### config.mk
export PLATFORM = sky130hd
export DESIGN_NAME = instruction_fetch
export DESIGN_NICKNAME = d
export VERILOG_FILES = /design/src/rtl/riscv_pkg.sv /design/src/rtl/fetch_fifo.sv /design/src/rtl/instruction_fetch.sv
export SDC_FILE = /design/constraint.sdc
export NUM_CORES = 1
export LEC_CHECK = 0
export CAP_MARGIN = 20
export CORE_ASPECT_RATIO = 1.1
export CORE_MARGIN = 2
export CORE_UTILIZATION = 46
export CTS_BUF_LIST = sky130_fd_sc_hd__clkbuf_16
export DETAILED_ROUTE_END_ITERATION = 10
export PLACE_DENSITY = 0.65
export SYNTH_ARGS = -nofsm -noshare
export SYNTH_HDL_FRONTEND = slang
export SYNTH_SLANG_ARGS = --single-unit
### constraint.sdc
create_clock -name clk -period 5.05 [get_ports clk]
set_input_delay 1.01 -clock clk [delete_from_list [all_inputs] [get_ports clk]]
set_output_delay 1.01 -clock clk [all_outputs]
set_load 0.05 [all_outputs]
### src/rtl/riscv_pkg.sv
// Shared RV32 definitions for the front end: widths, fetch FSM states and opcodes.
package riscv_pkg;
  localparam int XLEN = 32;
  localparam int ILEN = 32;
  localparam logic [XLEN-1:0] PC_STEP = 32'd4;

  typedef enum logic {
    FETCH = 1'b0,
    DRAIN = 1'b1
  } fetch_state_t;

  // Major opcodes consumed by the decoder
  localparam logic [6:0] OPC_LUI    = 7'b0110111;
  localparam logic [6:0] OPC_AUIPC  = 7'b0010111;
  localparam logic [6:0] OPC_JAL    = 7'b1101111;
  localparam logic [6:0] OPC_JALR   = 7'b1100111;
  localparam logic [6:0] OPC_BRANCH = 7'b1100011;
  localparam logic [6:0] OPC_LOAD   = 7'b0000011;
  localparam logic [6:0] OPC_STORE  = 7'b0100011;
  localparam logic [6:0] OPC_OP_IMM = 7'b0010011;
  localparam logic [6:0] OPC_OP     = 7'b0110011;
  localparam logic [6:0] OPC_SYSTEM = 7'b1110011;

  function automatic logic [XLEN-1:0] align_pc(input logic [XLEN-1:0] pc);
    return {pc[XLEN-1:2], 2'b00};
  endfunction
endpackage

### src/rtl/fetch_fifo.sv
// Flushable synchronous FIFO holding {pc, instruction} pairs; head reads 0 when empty.
module fetch_fifo #(
  parameter int DEPTH = 4,
  parameter int WIDTH = 64
) (
  input  logic                     clk,
  input  logic                     rst_n,
  input  logic                     flush,
  input  logic                     push,
  input  logic [WIDTH-1:0]         push_data,
  input  logic                     pop,
  output logic [WIDTH-1:0]         head,
  output logic [$clog2(DEPTH):0]   count,
  output logic                     empty,
  output logic                     full
);
  localparam int AW = $clog2(DEPTH);
  localparam int CW = AW + 1;

  logic [WIDTH-1:0] mem [DEPTH];
  logic [AW-1:0]    wr_ptr;
  logic [AW-1:0]    rd_ptr;
  logic             do_push;
  logic             do_pop;

  assign empty   = (count == '0);
  assign full    = (count == CW'(DEPTH));
  assign do_pop  = pop && !empty;
  // A pop frees the slot, so push-while-full is fine when paired with a pop
  assign do_push = push && (!full || do_pop);
  assign head    = empty ? '0 : mem[rd_ptr];

  always_ff @(posedge clk) begin
    if (do_push) mem[wr_ptr] <= push_data;
  end

  always_ff @(posedge clk) begin
    if (!rst_n || flush) begin
      wr_ptr <= '0;
      rd_ptr <= '0;
      count  <= '0;
    end else begin
      if (do_push) wr_ptr <= wr_ptr + AW'(1);
      if (do_pop)  rd_ptr <= rd_ptr + AW'(1);
      count <= count + CW'(do_push) - CW'(do_pop);
    end
  end
endmodule

### src/rtl/instruction_fetch.sv
// Fetch stage: owns the PC, issues credit-limited imem requests, buffers in-order responses.
module instruction_fetch
  import riscv_pkg::*;
#(
  parameter logic [XLEN-1:0] RESET_PC = 32'h0000_0000,
  parameter int              DEPTH    = 4
) (
  input  logic            clk,
  input  logic            rst_n,
  output logic            imem_req_valid,
  input  logic            imem_req_ready,
  output logic [XLEN-1:0] imem_req_addr,
  input  logic            imem_rsp_valid,
  input  logic [ILEN-1:0] imem_rsp_data,
  input  logic            redirect_valid,
  input  logic [XLEN-1:0] redirect_pc,
  output logic            inst_valid,
  input  logic            inst_ready,
  output logic [ILEN-1:0] instruction,
  output logic [XLEN-1:0] inst_pc
);
  localparam int CW = $clog2(DEPTH) + 1;

  fetch_state_t    state;
  logic [XLEN-1:0] fetch_pc;
  logic [XLEN-1:0] rsp_pc;
  logic [CW-1:0]   outstanding;
  logic [CW-1:0]   drop_cnt;

  logic [CW-1:0]        fifo_count;
  logic                 fifo_empty;
  logic                 fifo_full;
  logic [XLEN+ILEN-1:0] fifo_head;
  logic [CW:0]          in_use;
  logic                 req_fire;
  logic                 rsp_keep;
  logic [CW-1:0]        drop_next;

  // Every slot is either in flight or buffered, so the FIFO can never overflow
  assign in_use         = {1'b0, outstanding} + {1'b0, fifo_count};
  assign imem_req_valid = rst_n && (state == FETCH) && !redirect_valid && !fifo_full
                          && (in_use < (CW+1)'(DEPTH));
  assign imem_req_addr  = fetch_pc;
  assign req_fire       = imem_req_valid && imem_req_ready;
  assign rsp_keep       = imem_rsp_valid && !redirect_valid && (drop_cnt == '0);
  assign drop_next      = outstanding - CW'(imem_rsp_valid);

  assign inst_valid              = !fifo_empty;
  assign {inst_pc, instruction}  = fifo_head;

  fetch_fifo #(.DEPTH(DEPTH), .WIDTH(XLEN + ILEN)) u_fifo (
    .clk       (clk),
    .rst_n     (rst_n),
    .flush     (redirect_valid),
    .push      (rsp_keep),
    .push_data ({rsp_pc, imem_rsp_data}),
    .pop       (inst_valid && inst_ready),
    .head      (fifo_head),
    .count     (fifo_count),
    .empty     (fifo_empty),
    .full      (fifo_full)
  );

  always_ff @(posedge clk) begin
    if (!rst_n) begin
      state       <= FETCH;
      fetch_pc    <= RESET_PC;
      rsp_pc      <= RESET_PC;
      outstanding <= '0;
      drop_cnt    <= '0;
    end else if (redirect_valid) begin
      // Everything still in flight, minus a response landing now, belongs to the old path
      fetch_pc    <= align_pc(redirect_pc);
      rsp_pc      <= align_pc(redirect_pc);
      outstanding <= drop_next;
      drop_cnt    <= drop_next;
      state       <= (drop_next != '0) ? DRAIN : FETCH;
    end else begin
      if (req_fire) fetch_pc <= fetch_pc + PC_STEP;
      outstanding <= outstanding + CW'(req_fire) - CW'(imem_rsp_valid);
      if (imem_rsp_valid) begin
        if (drop_cnt != '0) drop_cnt <= drop_cnt - CW'(1);
        else                rsp_pc   <= rsp_pc + PC_STEP;
      end
      if (state == DRAIN && drop_cnt == '0) state <= FETCH;
    end
  end
endmodule

## Yosys cells after proc, flatten, opt, wreduce, memory -nomap -nowiden

Memory sizes are Yosys's and may differ from the RTL's. A register that Yosys moved wholly into a read port is not among the register bits.
Cells that the tools add are included.

| word-level totals | value |
|---|---|
| memories | 1 |
| input port bits | 70 |
| logic and storage cells | 74 |
| register bits after elaboration | 78 |
| output and inout bits | 98 |
| bits in writable memories | 256 |

Memory list:

| name | words | width | read ports | clocked after Yosys merged registers in | write ports | line | source |
|---|---|---|---|---|---|---|---|
| u_fifo.mem | 4 | 64 | 1 | 1 | 1 | fetch_fifo.sv:20 | `logic [WIDTH-1:0] mem [DEPTH];` |

| operators by class | value |
|---|---|
| mux-type cells | 17 |
| add/subtract/negate cells | 11 |
| eq/ne operators | 2 |
| reductions and logical operators | 29 |
| magnitude comparators | 1 |
| bitwise gates (word level) | 3 |

Operator list:

| cell | number |
|---|---|
| 32-bit two-way mux | 5 |
| 32-bit by 3-bit adder with 32-bit output (second input constant) | 2 |
| 64-bit two-way mux | 1 |
| 3-bit two-way mux | 4 |
| 1-bit logical AND | 11 |
| 3-bit by 1-bit subtractor with 3-bit output | 3 |
| 2-bit nonzero test | 4 |
| 3-bit by 1-bit adder with 3-bit output | 2 |
| 3-bit zero test | 2 |
| 2-bit AND reduction | 3 |
| 3-bit nonzero test | 2 |
| 1-bit two-way mux | 5 |
| 2-bit by 1-bit adder with 2-bit output (second input constant) | 2 |
| 3-bit by 3-bit adder with 4-bit output | 1 |
| 1-bit zero test | 4 |
| 4-bit by 3-bit < comparator with 1-bit output (second input constant) | 1 |
| 2-bit two-way mux | 2 |
| 3-bit equality test (second input constant) | 1 |
| 1-bit NOT | 3 |
| 3-bit by 1-bit subtractor with 3-bit output (second input constant) | 1 |
| 1-bit logical OR | 2 |
| 2-bit inequality test (second input constant) | 1 |
| 2-bit OR reduction | 1 |

## Depth between registers and ports, before layout

| logic depth | value |
|---|---|
| depth in word-level cells | 9 |
| mapped depth | 13 |
| depth with buffers taken out | 13 |

## Hierarchy

From an unflattened synthesis, not the netlist that was laid out.

| second synthesis, totals | value |
|---|---|
| cells, all modules | 924 |
| area total of the unflattened synthesis | 13905.8 um^2 |

Modules (own cells, without submodules):

| module | area an instance (um^2) | cells an instance | seq. area each (um^2) | times used |
|---|---|---|---|---|
| fetch_fifo | 10177.3 | 459 | 7867.5 | 1 |
| instruction_fetch | 3728.6 | 465 | 1341.3 | 1 |

## Least setup slack after synthesis

No wires, ideal clock.

| timing | value |
|---|---|
| path kind | input port to flip-flop |
| start | input redirect_valid |
| end | memory u_fifo.mem[0][0] (enable) |
| required time | 4.624 ns |
| library setup time | 0.426 ns |
| buffers on the path | 1 |
| path slack | 1.357 ns |
| data arrival time | 3.267 ns |
| stages | 3 |
| cell sequence | clkbuf_1 nor3_1 and2_1 |

| between the ends | value |
|---|---|
| cells in the longest elaborated chain, start to end | 6 |

RTL lines:

| item | line | source |
|---|---|---|
| start: declaration | instruction_fetch.sv:15 | `input logic redirect_valid,` |
| 1-bit zero test | instruction_fetch.sv:45 | `assign rsp_keep = imem_rsp_valid && !redirect_valid && (drop_cnt == '0);` |
| 1-bit logical AND (2 in series) | instruction_fetch.sv:45 |  |
| 1-bit logical AND | fetch_fifo.sv:30 | `assign do_push = push && (!full \|\| do_pop);` |
| 1-bit two-way mux | fetch_fifo.sv:34 | `if (do_push) mem[wr_ptr] <= push_data;` |
| 1-bit two-way mux (implied by the code) | fetch_fifo.sv:34 |  |
| end: declaration | fetch_fifo.sv:20 |  |

Every way passes these cells.

==> flow_summary.toml <==
[sta]
max_freq_mhz = 252
setup_ws_ns = 1.09
drv_slew = 0
grt_setup_unrepaired = "no"
period_share = 0.785
finalSetupTns_ns = 0
worstMarginPinSlew_ns = 0.799
slew-limit-headroom = 0.463
finalHoldViolCount = 0
period_needed_ns = 3.96
finalSetupViolCount = 0
skew_ns = 0.0136

[synth]
synth_top_cell_area_share = 0.544
ys_seq_area_frac = 0.655
synthCells = 920
yosys.area_share.simple = 0.120
yosysWarnings = 0
syn_avg_cell_area_sq_um = 14.9
synth_fa_ha_area_frac = 0.0175
synth_ff_type = "edfxtp_1"
synthMuxAreaShare = 0.109
netlist_area_sq_um = 13700
synth-xor-area-share = 0.0205
post-synth-top-count-cell = "edfxtp_1"
synthArstFlopShare = 0
synthTopCellsByCount = "248 x edfxtp_1, 76 x dfxtp_1, 70 x and2_1, 62 x mux4_2, 54 x nand2_1"
synth_cell_types = 63
synth_edf_count = 248
yosysTopAreaCell = "edfxtp_1"
synth-compound-area-share = 0.0564
synth_seq_cells = 324
synth_top_family_by_area = "simple AND/OR/NAND/NOR gates"
synthTopCellsByArea = "edfxtp_1 54%, dfxtp_1 11%, mux4_2 10%, and2_1 3.2%, nand2_1 1.5%"

[worst_setup_path]
end_kind = "primary output"
path_cells = "buf_12 > mux4_2 > and2_1 > clkdlybuf4s50_1"
path_buf_inv = 2
critPathMaxFanout = 49
cp_slowest_cell = "clkdlybuf4s50_1"
crit_arrival_ns = 2.95
critical_path.top_delay_family = "buffers and inverters"
worst-setup-path-type = "reg2out"
cp-start-kind = "flop"
rrSetupSlack_ns = 2.06
max_stage_delay_ns = 0.70
required_ns = 4.04

[floorplan]
ios = 168
die_h_um = 185
die_w_um = 169
start_util = 0.466
core.rowCount = 66
dieArea_sq_um = 31200
coreArea_sq_um = 29400

[clocking]
cts_made_buffers = 34
cts.repair.resized = 0
clk_path_buf_depth = 3
holdBufCountCts = 0
cts_tree = "done"
clk_latency_ns = 0.51
cts-root-buf = "clkbuf_16"
clock-sinks = 324
path_clk_slew_ns = 0.06
htree_levels = 2
post_cts_buffers = 0

[finish]
diodes = 0
final_area_sq_um = 16800
drive_above_1_share = 0.140
syn_to_final_growth_pct = 22.9
final_util = 0.573
nNetsFinal = 1177

[placement]
postPlaceCellArea_sq_um = 15800
portBuffers = 161
dp_hpwl_mm = 18.0
routabilityCongestion = 0.839
place_worst_setup_slack_ns = 1.27

[detailed_routing]
drt-vias-per-instance = 5.58
totalWireLength_mm = 28.7
drt-initial-drc-count = 573
dr.pass1.iters = 5
vias = 8299
routedWlPerCell_um = 19.3
ant_nets = 0
drc = 0

[power_and_ir_drop]
powerDensity_nw_per_um2 = 364
leakagePower_nw = 5.52
ir_drop_v = 0.000171
total_power_mw = 6.13

[worst_hold_path]
hp-class = "reg2reg"

[grt]
grt_pass1_vias = 8355
grt_max_degree = 65
antenna_found_initial = 0
grt_pass1_wl_mm = 45.6
grt_overflow = 0
grtUsageTotal = 0.186

[outcome]
status = "finished, final reports clean"

[flow_run]
drv_cap = 0
cell families (layout without fill, tap and decap cells):
kind of cell | count (synthesis) | count (layout)
AOI/OAI and AO/OA | 124 | 124
xor gates and xnor gates | 32 | 32
adders and majority gates | 18 | 18
buffers and inverters | 72 | 262
DFF | 324 | 324
muxes | 70 | 70
other | 1 | 4
and+or+nand+nor | 279 | 279
cell type report:
| cell class | instances | area [sq um] |
|---|---|---|
| Multi-Input combinational cell | 527 | 4440 |
| Clock inverter | 24 | 159 |
| Fill cell | 2322 | 12600 |
| Tap cell | 374 | 468 |
| Clock buffer | 36 | 901 |
| Inverter | 23 | 86.3 |
| Sequential cell | 324 | 8970 |
| Timing Repair Buffer | 179 | 1810 |
power breakdown:
| part | total, mW | internal [mW] | leakage, nW | switching, mW |
|---|---|---|---|---|
| clock network | 2.33 | 1.34 | 0.544 | 0.983 |
| registers | 3.03 | 2.95 | 2.89 | 0.0773 |
| logic | 0.778 | 0.304 | 2.09 | 0.474 |
| total | 6.13 | 4.60 | 5.52 | 1.53 |
cells in the final DEF (no fill, tap or decap), types with 17 or more instances in the layout:
master / Yosys / layout
nor3_1: 17 / 17
nand4_1: 22 / 22
and2_1: 70 / 66
clkdlybuf4s50_1: 0 / 160
edfxtp_1: 248 / 248
nand3_1: 25 / 25
inv_1: 20 / 27
clkbuf_16: 0 / 36
o21ai_0: 35 / 35
dfxtp_1: 76 / 74
nor2_1: 27 / 27
xnor2_1: 19 / 19
nand2_1: 54 / 54
mux4_2: 62 / 62
a21oi_1: 29 / 29
final timing paths:
check,depth (start not counted),start,to
max,4,flop,inst_pc[2]
min reg2reg,2,imem_req_addr[8],imem_req_addr[8]
min,2,imem_req_addr[8],imem_req_addr[8]
max reg2reg,13,u_fifo.count[2],outstanding[2]
layer usage:
metal / vias up / routed length [um] / global-route usage
met4: 0 / 572 / 0.0524
met1: 4067 / 12900 / 0.262
li1: 3899 / - / -
met3: 40 / 1890 / 0.0357
met5: - / 0 / 0
met2: 293 / 13300 / 0.298
metrics by stage:
stage / cells / hold WS [ns]
detailed placement: 1426 / 0.515
CTS: 1486 / 0.524
floorplan: 923 / 0.469
global placement: 1426 / 0.503
global route: 1487 / 0.553
finish: 1487 / 0.528
state kept, by name (all words and copies together) (netlist names), named ones only:
signal and count:
u_fifo.mem 248, imem_req_addr 30, rsp_pc 30, drop_cnt 3, outstanding 3, u_fifo.count 3
u_fifo.rd_ptr 2, u_fifo.wr_ptr 2, state 1
worst reg2reg max path, delay by kind of cell (launching register included):
kind / cells / cell delay, ns
compound gates: 1 / 0.19
xor+xnor: 2 / 0.29
fa+ha+maj: 4 / 1.15
buf+inv: 2 / 0.15
flops: 1 / 0.42
simple gates: 4 / 0.67
Power figures use the tool's default switching activity.
